### src/rtl/xbus_pkg.sv
// Shared types and helpers for the X-bus multicast controller.
package xbus_pkg;

    typedef enum logic [1:0] {
        IDLE = 2'd0,
        RUN  = 2'd1,
        DONE = 2'd2
    } state_t;

    // Upper bound on columns the helper functions can describe.
    localparam int MAX_COL = 32;

    // Modulo-ncol increment without a divider.
    function automatic int unsigned wrap_inc(input int unsigned ptr, input int unsigned ncol);
        return (ptr + 32'd1 >= ncol) ? 32'd0 : ptr + 32'd1;
    endfunction

    // Contiguous column mask from lo to hi inclusive, wrapping past ncol-1.
    // lo == hi gives a single bit; the caller never needs an empty range.
    function automatic logic [MAX_COL-1:0] range_mask(input int unsigned lo,
                                                      input int unsigned hi,
                                                      input int unsigned ncol);
        logic [MAX_COL-1:0] m;
        m = '0;
        for (int i = 0; i < MAX_COL; i++) begin
            if (unsigned'(i) < ncol) begin
                if (lo <= hi)
                    m[i[4:0]] = (unsigned'(i) >= lo) && (unsigned'(i) <= hi);
                else
                    m[i[4:0]] = (unsigned'(i) >= lo) || (unsigned'(i) <= hi);
            end
        end
        return m;
    endfunction

endpackage

### src/rtl/mod_counter.sv
// Wrapping counter 0..MOD-1 with synchronous clear (priority) and enable.
module mod_counter
    import xbus_pkg::*;
#(
    parameter int MOD = 3,
    parameter int W   = 2
) (
    input  logic         clk,
    input  logic         rstn,
    input  logic         clr,
    input  logic         en,
    output logic [W-1:0] cnt
);

    // Count register: clear wins over enable.
    always_ff @(posedge clk or negedge rstn) begin
        if (!rstn)
            cnt <= '0;
        else if (clr)
            cnt <= '0;
        else if (en)
            cnt <= W'(wrap_inc(32'(cnt), MOD));
    end

endmodule

### src/rtl/xbus_mcast_ctrl.sv
// X-bus multicast controller: streams one activation row onto the shared bus
// with per-column consume/start/end masks from a sliding-window generator.
module xbus_mcast_ctrl
    import xbus_pkg::*;
#(
    parameter int DATA_WIDTH = 16,
    parameter int NUM_COL    = 3,
    parameter int LEN_W      = 16,
    parameter int KS_W       = 8
) (
    input  logic                  clk,
    input  logic                  rstn,
    input  logic                  cfg_start,
    input  logic [KS_W-1:0]       cfg_kernel_size,
    input  logic [LEN_W-1:0]      cfg_len,
    output logic                  cfg_err,
    input  logic                  flush,
    output logic                  busy,
    output logic                  done,
    input  logic                  in_valid,
    output logic                  in_ready,
    input  logic [DATA_WIDTH-1:0] in_data,
    output logic                  bus_valid,
    input  logic                  bus_ready,
    output logic [DATA_WIDTH-1:0] bus_data,
    output logic [LEN_W-1:0]      bus_idx,
    output logic                  bus_last,
    output logic [NUM_COL-1:0]    bus_mask,
    output logic [NUM_COL-1:0]    bus_start_mask,
    output logic [NUM_COL-1:0]    bus_end_mask
);

    localparam int PW = (NUM_COL > 1) ? $clog2(NUM_COL) : 1;

    state_t             state, state_nxt;
    logic [KS_W-1:0]    k_r;
    logic [LEN_W-1:0]   l_r;
    logic [LEN_W-1:0]   n;          // beats accepted so far, index of next beat
    logic [PW-1:0]      lo, hi;     // oldest / newest live output column
    logic [LEN_W-1:0]   k_len, km1, lm1, o_last;
    logic               cfg_ok, start_ok, in_fire, bus_fire;
    logic               hi_adv, lo_adv, ptr_clr;
    logic [MAX_COL-1:0] win_full;
    logic [NUM_COL-1:0] mask_d, start_d, end_d;
    logic               unused_bits;

    assign k_len  = LEN_W'(k_r);
    assign km1    = k_len - LEN_W'(1);
    assign lm1    = l_r - LEN_W'(1);
    assign o_last = l_r - k_len;    // K <= L is guaranteed at config time

    assign cfg_ok   = (cfg_kernel_size != '0)
                   && (int'(cfg_kernel_size) <= NUM_COL)
                   && (int'(cfg_kernel_size) <= int'(cfg_len));
    assign start_ok = (state == IDLE) && cfg_start && !flush && cfg_ok;
    assign in_fire  = in_valid && in_ready;
    assign bus_fire = bus_valid && bus_ready;

    // Pointers track min(n,O) and max(0,n-K+1) modulo NUM_COL for the next beat.
    assign hi_adv  = in_fire && (n < o_last);
    assign lo_adv  = in_fire && (n >= km1);
    assign ptr_clr = flush || start_ok;

    mod_counter #(.MOD(NUM_COL), .W(PW)) u_lo (
        .clk  (clk),
        .rstn (rstn),
        .clr  (ptr_clr),
        .en   (lo_adv),
        .cnt  (lo)
    );

    mod_counter #(.MOD(NUM_COL), .W(PW)) u_hi (
        .clk  (clk),
        .rstn (rstn),
        .clr  (ptr_clr),
        .en   (hi_adv),
        .cnt  (hi)
    );

    assign win_full    = range_mask(32'(lo), 32'(hi), NUM_COL);
    assign unused_bits = ^win_full[MAX_COL-1:NUM_COL];

    // Masks for the beat at index n; start follows hi while outputs remain,
    // end follows lo once the first window has filled.
    always_comb begin
        mask_d  = win_full[NUM_COL-1:0];
        start_d = (n <= o_last) ? (NUM_COL'(1) << hi) : '0;
        end_d   = (n >= km1)    ? (NUM_COL'(1) << lo) : '0;
    end

    // Row config and beat counter.
    always_ff @(posedge clk or negedge rstn) begin
        if (!rstn) begin
            k_r <= '0;
            l_r <= '0;
            n   <= '0;
        end else if (flush) begin
            n   <= '0;
        end else if (start_ok) begin
            k_r <= cfg_kernel_size;
            l_r <= cfg_len;
            n   <= '0;
        end else if (in_fire) begin
            n   <= n + LEN_W'(1);
        end
    end

    // Config rejection pulse, suppressed by flush.
    always_ff @(posedge clk or negedge rstn) begin
        if (!rstn)
            cfg_err <= 1'b0;
        else
            cfg_err <= (state == IDLE) && cfg_start && !flush && !cfg_ok;
    end

    // Output register stage; holds while the bus stalls.
    always_ff @(posedge clk or negedge rstn) begin
        if (!rstn) begin
            bus_valid      <= 1'b0;
            bus_data       <= '0;
            bus_idx        <= '0;
            bus_last       <= 1'b0;
            bus_mask       <= '0;
            bus_start_mask <= '0;
            bus_end_mask   <= '0;
        end else if (flush) begin
            bus_valid      <= 1'b0;
        end else if (in_fire) begin
            bus_valid      <= 1'b1;
            bus_data       <= in_data;
            bus_idx        <= n;
            bus_last       <= (n == lm1);
            bus_mask       <= mask_d;
            bus_start_mask <= start_d;
            bus_end_mask   <= end_d;
        end else if (bus_fire) begin
            bus_valid      <= 1'b0;
        end
    end

    // FSM state register.
    always_ff @(posedge clk or negedge rstn) begin
        if (!rstn)
            state <= IDLE;
        else
            state <= state_nxt;
    end

    // FSM next state; flush returns to IDLE from anywhere.
    always_comb begin
        state_nxt = state;
        if (flush) begin
            state_nxt = IDLE;
        end else begin
            case (state)
                IDLE:    if (start_ok) state_nxt = RUN;
                RUN:     if (bus_fire && bus_last) state_nxt = DONE;
                DONE:    state_nxt = IDLE;
                default: state_nxt = IDLE;
            endcase
        end
    end

    // FSM outputs.
    always_comb begin
        busy     = (state == RUN);
        done     = (state == DONE);
        in_ready = (state == RUN) && (!bus_valid || bus_ready) && (n < l_r);
    end

endmodule

### config.mk
export PLATFORM = sky130hd
export DESIGN_NAME = xbus_mcast_ctrl
export DESIGN_NICKNAME = d
export VERILOG_FILES = /design/src/rtl/xbus_pkg.sv /design/src/rtl/mod_counter.sv /design/src/rtl/xbus_mcast_ctrl.sv
export SDC_FILE = /design/constraint.sdc
export NUM_CORES = 1
export LEC_CHECK = 0
export CAP_MARGIN = 15
export CORE_ASPECT_RATIO = 1.1
export CORE_MARGIN = 4
export CORE_UTILIZATION = 50
export CTS_BUF_LIST = sky130_fd_sc_hd__clkbuf_16
export CTS_CLUSTER_DIAMETER = 120
export CTS_CLUSTER_SIZE = 24
export DETAILED_ROUTE_END_ITERATION = 6
export GPL_ROUTABILITY_DRIVEN = 0
export PLACE_DENSITY = 0.72
export SETUP_SLACK_MARGIN = 0.02
export SLEW_MARGIN = 20
export SYNTH_ARGS = -nofsm -noshare
export SYNTH_HDL_FRONTEND = slang
export SYNTH_SLANG_ARGS = --single-unit
### constraint.sdc
create_clock -name clk -period 4.53 [get_ports clk]
set_input_delay 0.906 -clock clk [delete_from_list [all_inputs] [get_ports clk]]
set_output_delay 0.906 -clock clk [all_outputs]
set_load 0.03 [all_outputs]
Word-level counts from Yosys, hierarchy flattened. Cells that the tools add are included.

Register bits: 90. Latch bits: 0. Memory bits (writable): 0. Memory bits (read-only): 0. Bits of input ports: 46. Output and inout bits: 47. Logic and storage cells: 94. Memories kept: 0.

Add/sub/neg operators: 6. Multiply operators: 0. Div/mod/pow operators: 0. Order comparisons: 14. Eq/ne operators: 5. Shifts and indexed selects: 2. Mux-type cells: 21. Bitwise operators: 1. Reduce and logical (&&, ||, !) cells: 31.

Operator list (count): 2-to-1 mux 16 bit (3); less-than comparator 16 bit (2); 2-to-1 mux 2 bit (9); adder 16 x 1 -> 16 bit, second input constant (1); equality test 16 bit (1); >= comparator 16 bit (1); less-or-equal comparator 16 bit (1); less-or-equal comparator 8 x 16 -> 1 bit (1); subtractor 16 x 1 -> 16 bit, second input constant (1); subtractor 16 x 8 -> 16 bit (1); logical AND 1 bit (15); subtractor 8 x 1 -> 9 bit, second input constant (1); less-or-equal comparator 8 x 2 -> 1 bit, second input constant (1); nonzero test 8 bit (1); adder 2 x 1 -> 3 bit, second input constant (2); >= comparator 3 x 2 -> 1 bit, second input constant (2); 2-to-1 mux 1 bit (6); 2-to-1 mux 3 bit (2); AND reduction 2 bit (3); nonzero test 3 bit (2); << shifter 1 x 2 -> 3 bit, first input constant (2); >= comparator 1 x 2 -> 1 bit, first input constant (2); logical OR 1 bit (4); one-hot mux 2 bit (2 select lines) (1); other kinds (12) (15).

Longest topological paths before layout.
Word-level depth: 8. Mapped depth: 18. Depth with buffers taken out: 18.

Cells and area by module. From an unflattened synthesis, not the netlist that was laid out.

Cell total of the unflattened synthesis: 689. Area, all modules: 6087.1 µm².

By module, submodules not included: xbus_mcast_ctrl (instances 1, cells each 673, area each 5909.4 µm², seq. area each 2152.1 µm²); mod_counter (instances 2, cells each 8, area each 88.8 µm², seq. area each 50.0 µm²).

Least setup slack after synthesis. OpenSTA, ideal clock, no wires.

Path type: register -> register. From: register l_r[0]. To: register u_hi.cnt[0]. Library setup time: 0.132 ns. Data arrival time: 3.291 ns. Data required time: 4.398 ns. Setup slack: 1.107 ns. Cell stages (with the launch flop): 19. Buffers on the path: 0. Clock period less this slack: 3.423 ns. Cells stage by stage: dfrtp_1 inv_1 ha_1 fa_1 nor2b_1 o21ai_0 a21oi_1 o21ai_0 a21oi_1 nor3_1 xnor2_1 ha_1 and3_1 nand4_1 nor2_1 a211oi_1 o2111ai_1 mux2i_1 nor2_1.

Word-level cells in the longest chain between the ends: 5. Elaborated cells on any way between the ends: 7. Those cells by class: add/sub (1); order compare (2); reduce/logical (4).

RTL lines: from (decl) (RTL line xbus_mcast_ctrl.sv:37) `logic [LEN_W-1:0] l_r;`; from (signal assigned) (RTL line xbus_mcast_ctrl.sv:101) `l_r <= cfg_len;`; parallel branches: the longest is 3 deep, another holds subtractor 16 x 8 -> 16 bit; logical AND 1 bit * (RTL line xbus_mcast_ctrl.sv:60) `assign hi_adv = in_fire && (n < o_last);`; nonzero test 2 bit (no source line) *; to (signal assigned) (RTL line mod_counter.sv:22) `cnt <= W'(wrap_inc(32'(cnt), MOD));`; to (decl) (RTL line mod_counter.sv:12) `output logic [W-1:0] cnt`.

Mark *: on every way between the ends. A chain may end at the register's enable or synchronous reset.

Final worst setup path.
From: register l_r[0]. To: register bus_start_mask[0].

Word-level cells in the longest chain between the ends: 4. Elaborated cells on any way between the ends: 7. Those cells by class: add/sub (1); order compare (2); mux (1); reduce/logical (3).

RTL lines: parallel branches: the longest is 4 deep, another holds subtractor 16 x 8 -> 16 bit; to (signal assigned) (RTL line xbus_mcast_ctrl.sv:134) `bus_start_mask <= start_d;`; to (decl) (RTL line xbus_mcast_ctrl.sv:29) `output logic [NUM_COL-1:0] bus_start_mask,`.

Parallel ways; which one is timed is not known.

==> results <==
- The reg-to-reg endpoint is bus_start_mask[0].
- The power per cell area is approximately 280 nW/um^2.
- The first-pass GRT wire length is around 24 mm.
- The number of buffers inserted by hold repair at cts is 0.
- The critical path endpoint category is a register.
- The y dimension of the die is 122.7 um.
- The full die area is roughly 14000 sq um.
- The first-pass detailed-route iteration total is 4.
- For this design, the sink count on the clock tree is 90.
- The origin of the critical flop-to-flop path is l_r[0].
- In this run, distinct cell masters in the synthesized netlist total between 50 and 60.
- Pin placement for this block handled 93 I/O pins.
- The primary flip-flop cell chosen by synthesis mapping is sky130_fd_sc_hd__dfrtp_1.
- The number of buffers on the longest clock path is 2.
- The overall routed net length is approximately 14 mm.
- The count of final setup violators is 0.
- After synthesis, the cell types taking the most area are sky130_fd_sc_hd__dfrtp_1 (38%), sky130_fd_sc_hd__ha_1 (14%), sky130_fd_sc_hd__mux2_2 (7.2%), sky130_fd_sc_hd__xnor2_1 (6.1%), sky130_fd_sc_hd__inv_1 (3.3%).
- The aggregate negative setup slack is 0 ns.
- The post-synthesis xor/xnor area fraction is between 7 and 8%.
- From synthesis to final layout, the design area changed by 22.44%.
- The most critical setup path has its startpoint at l_r[0].
- The count of buffers added by post-CTS timing repair for setup is 0.
- The analysis attributes to cell leakage a power of approximately 3.4 nW.
- The critical path ends at bus_start_mask[0].
- The mean instance size in the synthesized netlist is between 9 and 10 sq um.
- The largest family of logic cells by synthesized area is simple AND/OR/NAND/NOR gates.
- STA classifies the critical path startpoint as a register.
- STA puts the critical path data arrival time at between 4 and 5 ns.
- The number of rows created at floorplan is just over 40.
- The final routed wire length divided by cell count is roughly 17 um.
- The count of state elements after synthesis is 90.
- The violation count after the first detailed-route iteration is 312.
- The worst endpoint required time is approximately 4.8 ns.
- The via count of the routed design is between 4000 and 5000.
- The max-slew headroom at the worst pin is slightly below 50%.
- In this run the worst path has a maximum fanout of 4.
- The total power draw is approximately 0.002 W.
- In this run, CTS created clock tree buffers numbering 9.
- The peak supply drop is 0.1557 mV.
- The clock root buffer master is sky130_fd_sc_hd__clkbuf_16.
- In this run the cell area of the synthesized design comes to 5983 sq um.
- The time the worst path needs with I/O delays and setup is between 3 and 4 ns.
- Clock-pin slew was measured on the worst setup and hold paths at ~0.060 ns.
- The number of antenna violations at the first check in global routing is 0.
- The wire-length estimate of the detail-placed layout is between 10 and 15 mm.
- The count of flip-flops with a built-in enable after synthesis is 0.
- Summing the sequential cell areas from Yosys gives between 30% and 40% of the chip area.
- The fraction of synthesis flops using an asynchronous set or reset pin is 100.0%.
- The H-tree was split into 3 levels.
- In the routed layout, each cell is associated on average with a via count of 5.638.
- The count of buffers added on input and output ports is between 90 and 100.
- The tool flagged a number of max-cap violations equal to 0.
- The die span in x is between 100 and 150 um.
- Cells with a size suffix above 1 make up about 9% of the layout.
- The via count of the first global-routing pass is slightly below 5000.
- The multiplexer share of the synthesized area is roughly 8%.
- The path class of the tightest hold or removal check is register to register.
- Setup repair after global routing left no endpoint under its margin.
- The final cycle utilization of the critical path is 87.83%.
- After Yosys synthesis, and, or, nand and nor cells account for roughly 15% of the synthesized area.
- The total count of max-transition violations in the final report came to 0.
- The setup skew after layout is 0.008095 ns.
- The number of hold violations in the final report is 0.
- The biggest area contributor in the post-synthesis netlist is sky130_fd_sc_hd__dfrtp_1.
- The count of synthesis-stage warnings from yosys is 0.
- Synthesis handed over a netlist of 618 instances.
- 0 antenna diodes ended up in the layout.
- The post-cts sizing count is 0.
- The net count of the mapped netlist is between 700 and 800.
- The number of design rule violations left after detail routing is 0.
- The CTS tree is yes.
- For this run, the post-layout net count is approximately 820.
- The proportion of netlist area held by the largest area contributor is 37.64%.
- Entering global routing, the biggest net connects 57 pins.
- The setup slack of the most critical reg-to-reg path is 0.55 ns.
- The most used standard cell by instance count after synthesis is sky130_fd_sc_hd__dfrtp_1.
- The arithmetic-cell share of the synthesized area counting full adders, half adders and majority gates is 14.93%.
- Summing the areas of all compound-gate instances in the mapped netlist gives a little under an eighth of the synthesized area.
- The placeable core region is around 12000 sq um.
- The detail route stage leaves a number of antenna-violating nets equal to 0.
- The worst-margin pin slew is roughly 0.75 ns.
- The starting density of the core is about half.
- The run finished with clean final reports.
- The upper clock frequency limit is around 0.25 GHz.
- Sorting the synthesized cells by how often they occur yields sky130_fd_sc_hd__dfrtp_1 (90), sky130_fd_sc_hd__ha_1 (69), sky130_fd_sc_hd__inv_1 (52).
- Clock latency on the worst-skew pair, taken at its later pin, is approximately 0.34 ns.
- Measured in cells, the most critical reg-to-reg path has a length of 18.
- After global routing the overflow that remains totals 0.
- The path type of the worst setup path is register to register.
- The global-route total usage across every layer is between 20% and 30%.
## layer usage
layer	up-vias	routed length (um)	share of wire, %	GRT usage (%)
met2	140	6960	49	36.74
met5	-	0	0	0
met1	2317	6153	43	26.93
met4	0	321	2.2	8.640
met3	25	844	5.9	4.191
li1	2378	-	-	-
## cell usage in the layout, fill, tap and decap left out, types with 12 or more instances in the layout
cell type,count
sky130_fd_sc_hd__dfrtp_1,90
sky130_fd_sc_hd__o21ai_0,32
sky130_fd_sc_hd__nand2_1,38
sky130_fd_sc_hd__clkdlybuf4s50_1,91
sky130_fd_sc_hd__a21oi_1,25
sky130_fd_sc_hd__mux2_2,38
sky130_fd_sc_hd__ha_1,69
sky130_fd_sc_hd__nor3_1,21
sky130_fd_sc_hd__xnor2_1,42
sky130_fd_sc_hd__inv_1,53
sky130_fd_sc_hd__nand3_1,12
sky130_fd_sc_hd__nor2_1,48
sky130_fd_sc_hd__nand4_1,14
## per-stage QoR
step | util, % | setup slack [ns] | cells | area [sq um] | hold WS (ns)
floorplan | - | 1.107 | 618 | 5983 | 0.4536
global placement | 60.64 | 0.6607 | 846 | 7030 | 0.4570
detailed placement | 60.64 | 0.5865 | 846 | 7030 | 0.4646
CTS | 63.17 | 0.5667 | 862 | 7323 | 0.4822
global route | 63.19 | 0.1776 | 862 | 7326 | 0.5040
finish | 63.19 | 0.5512 | 862 | 7326 | 0.4783
## state kept, by name, indices dropped and copies added (netlist names), 3 cells and up
| signal | cells |
|---|---|
| bus_data | 16 |
| bus_end_mask | 3 |
| bus_idx | 16 |
| bus_mask | 3 |
| bus_start_mask | 3 |
| k_r | 8 |
| l_r | 16 |
| n | 16 |
## final cells by class
class / instances / area [sq um]
fillers: 983 / 4268
multi-input cells: 457 / 3442
flip-flops and latches: 90 / 2252
repair buffers: 97 / 955.9
clock buffers: 9 / 225.2
inverters: 52 / 195.2
well taps: 150 / 187.7
clock inverters: 7 / 67.56
## where the power goes
| group | total (W) | switching (W) | internal, W |
|---|---|---|---|
| clock | 0.000746 | 0.000319 | 0.000427 |
| combinational | 0.000463 | 0.000252 | 0.000212 |
| sequential | 0.000840 | 0.0000231 | 0.000817 |
## critical path, stage by stage (launching register included)
cell                       delay, ns
sky130_fd_sc_hd__dfrtp_1        0.40
sky130_fd_sc_hd__inv_1          0.10
sky130_fd_sc_hd__ha_1           0.22
sky130_fd_sc_hd__fa_1           0.41
sky130_fd_sc_hd__nor2b_1        0.13
sky130_fd_sc_hd__o21ai_0        0.12
sky130_fd_sc_hd__a21oi_1        0.19
sky130_fd_sc_hd__o21ai_0        0.13
sky130_fd_sc_hd__a21oi_1        0.36
sky130_fd_sc_hd__nor3_1         0.12
sky130_fd_sc_hd__xnor2_1        0.14
sky130_fd_sc_hd__ha_1           0.30
sky130_fd_sc_hd__and3_1         0.17
sky130_fd_sc_hd__nand4_1        0.18
sky130_fd_sc_hd__nor2_1         0.06
sky130_fd_sc_hd__a211oi_1       0.27
sky130_fd_sc_hd__o21ai_0        0.13
sky130_fd_sc_hd__o31a_1         0.15
sky130_fd_sc_hd__o41ai_1        0.28
## worst min path at each step
stage,start,to,cells past startpoint
2_1_floorplan,k_r[4],k_r[4],1
3_3_place_gp,bus_end_mask[1],bus_end_mask[1],2
3_5_place_dp,bus_end_mask[0],bus_end_mask[0],2
4_1_cts,bus_end_mask[0],bus_end_mask[0],2
5_1_grt,bus_mask[0],bus_mask[0],2
6_report,bus_idx[3],bus_idx[3],2
## cells by family after synthesis
kind of cell	count (synthesis)
xor gates and xnor gates	51
and+or+nand+nor	185
AOI/OAI and AO/OA	106
muxes	44
DFF	90
buffers and inverters	71
adders and majority gates	71
Note: power is estimated with default switching activity, not from simulation.
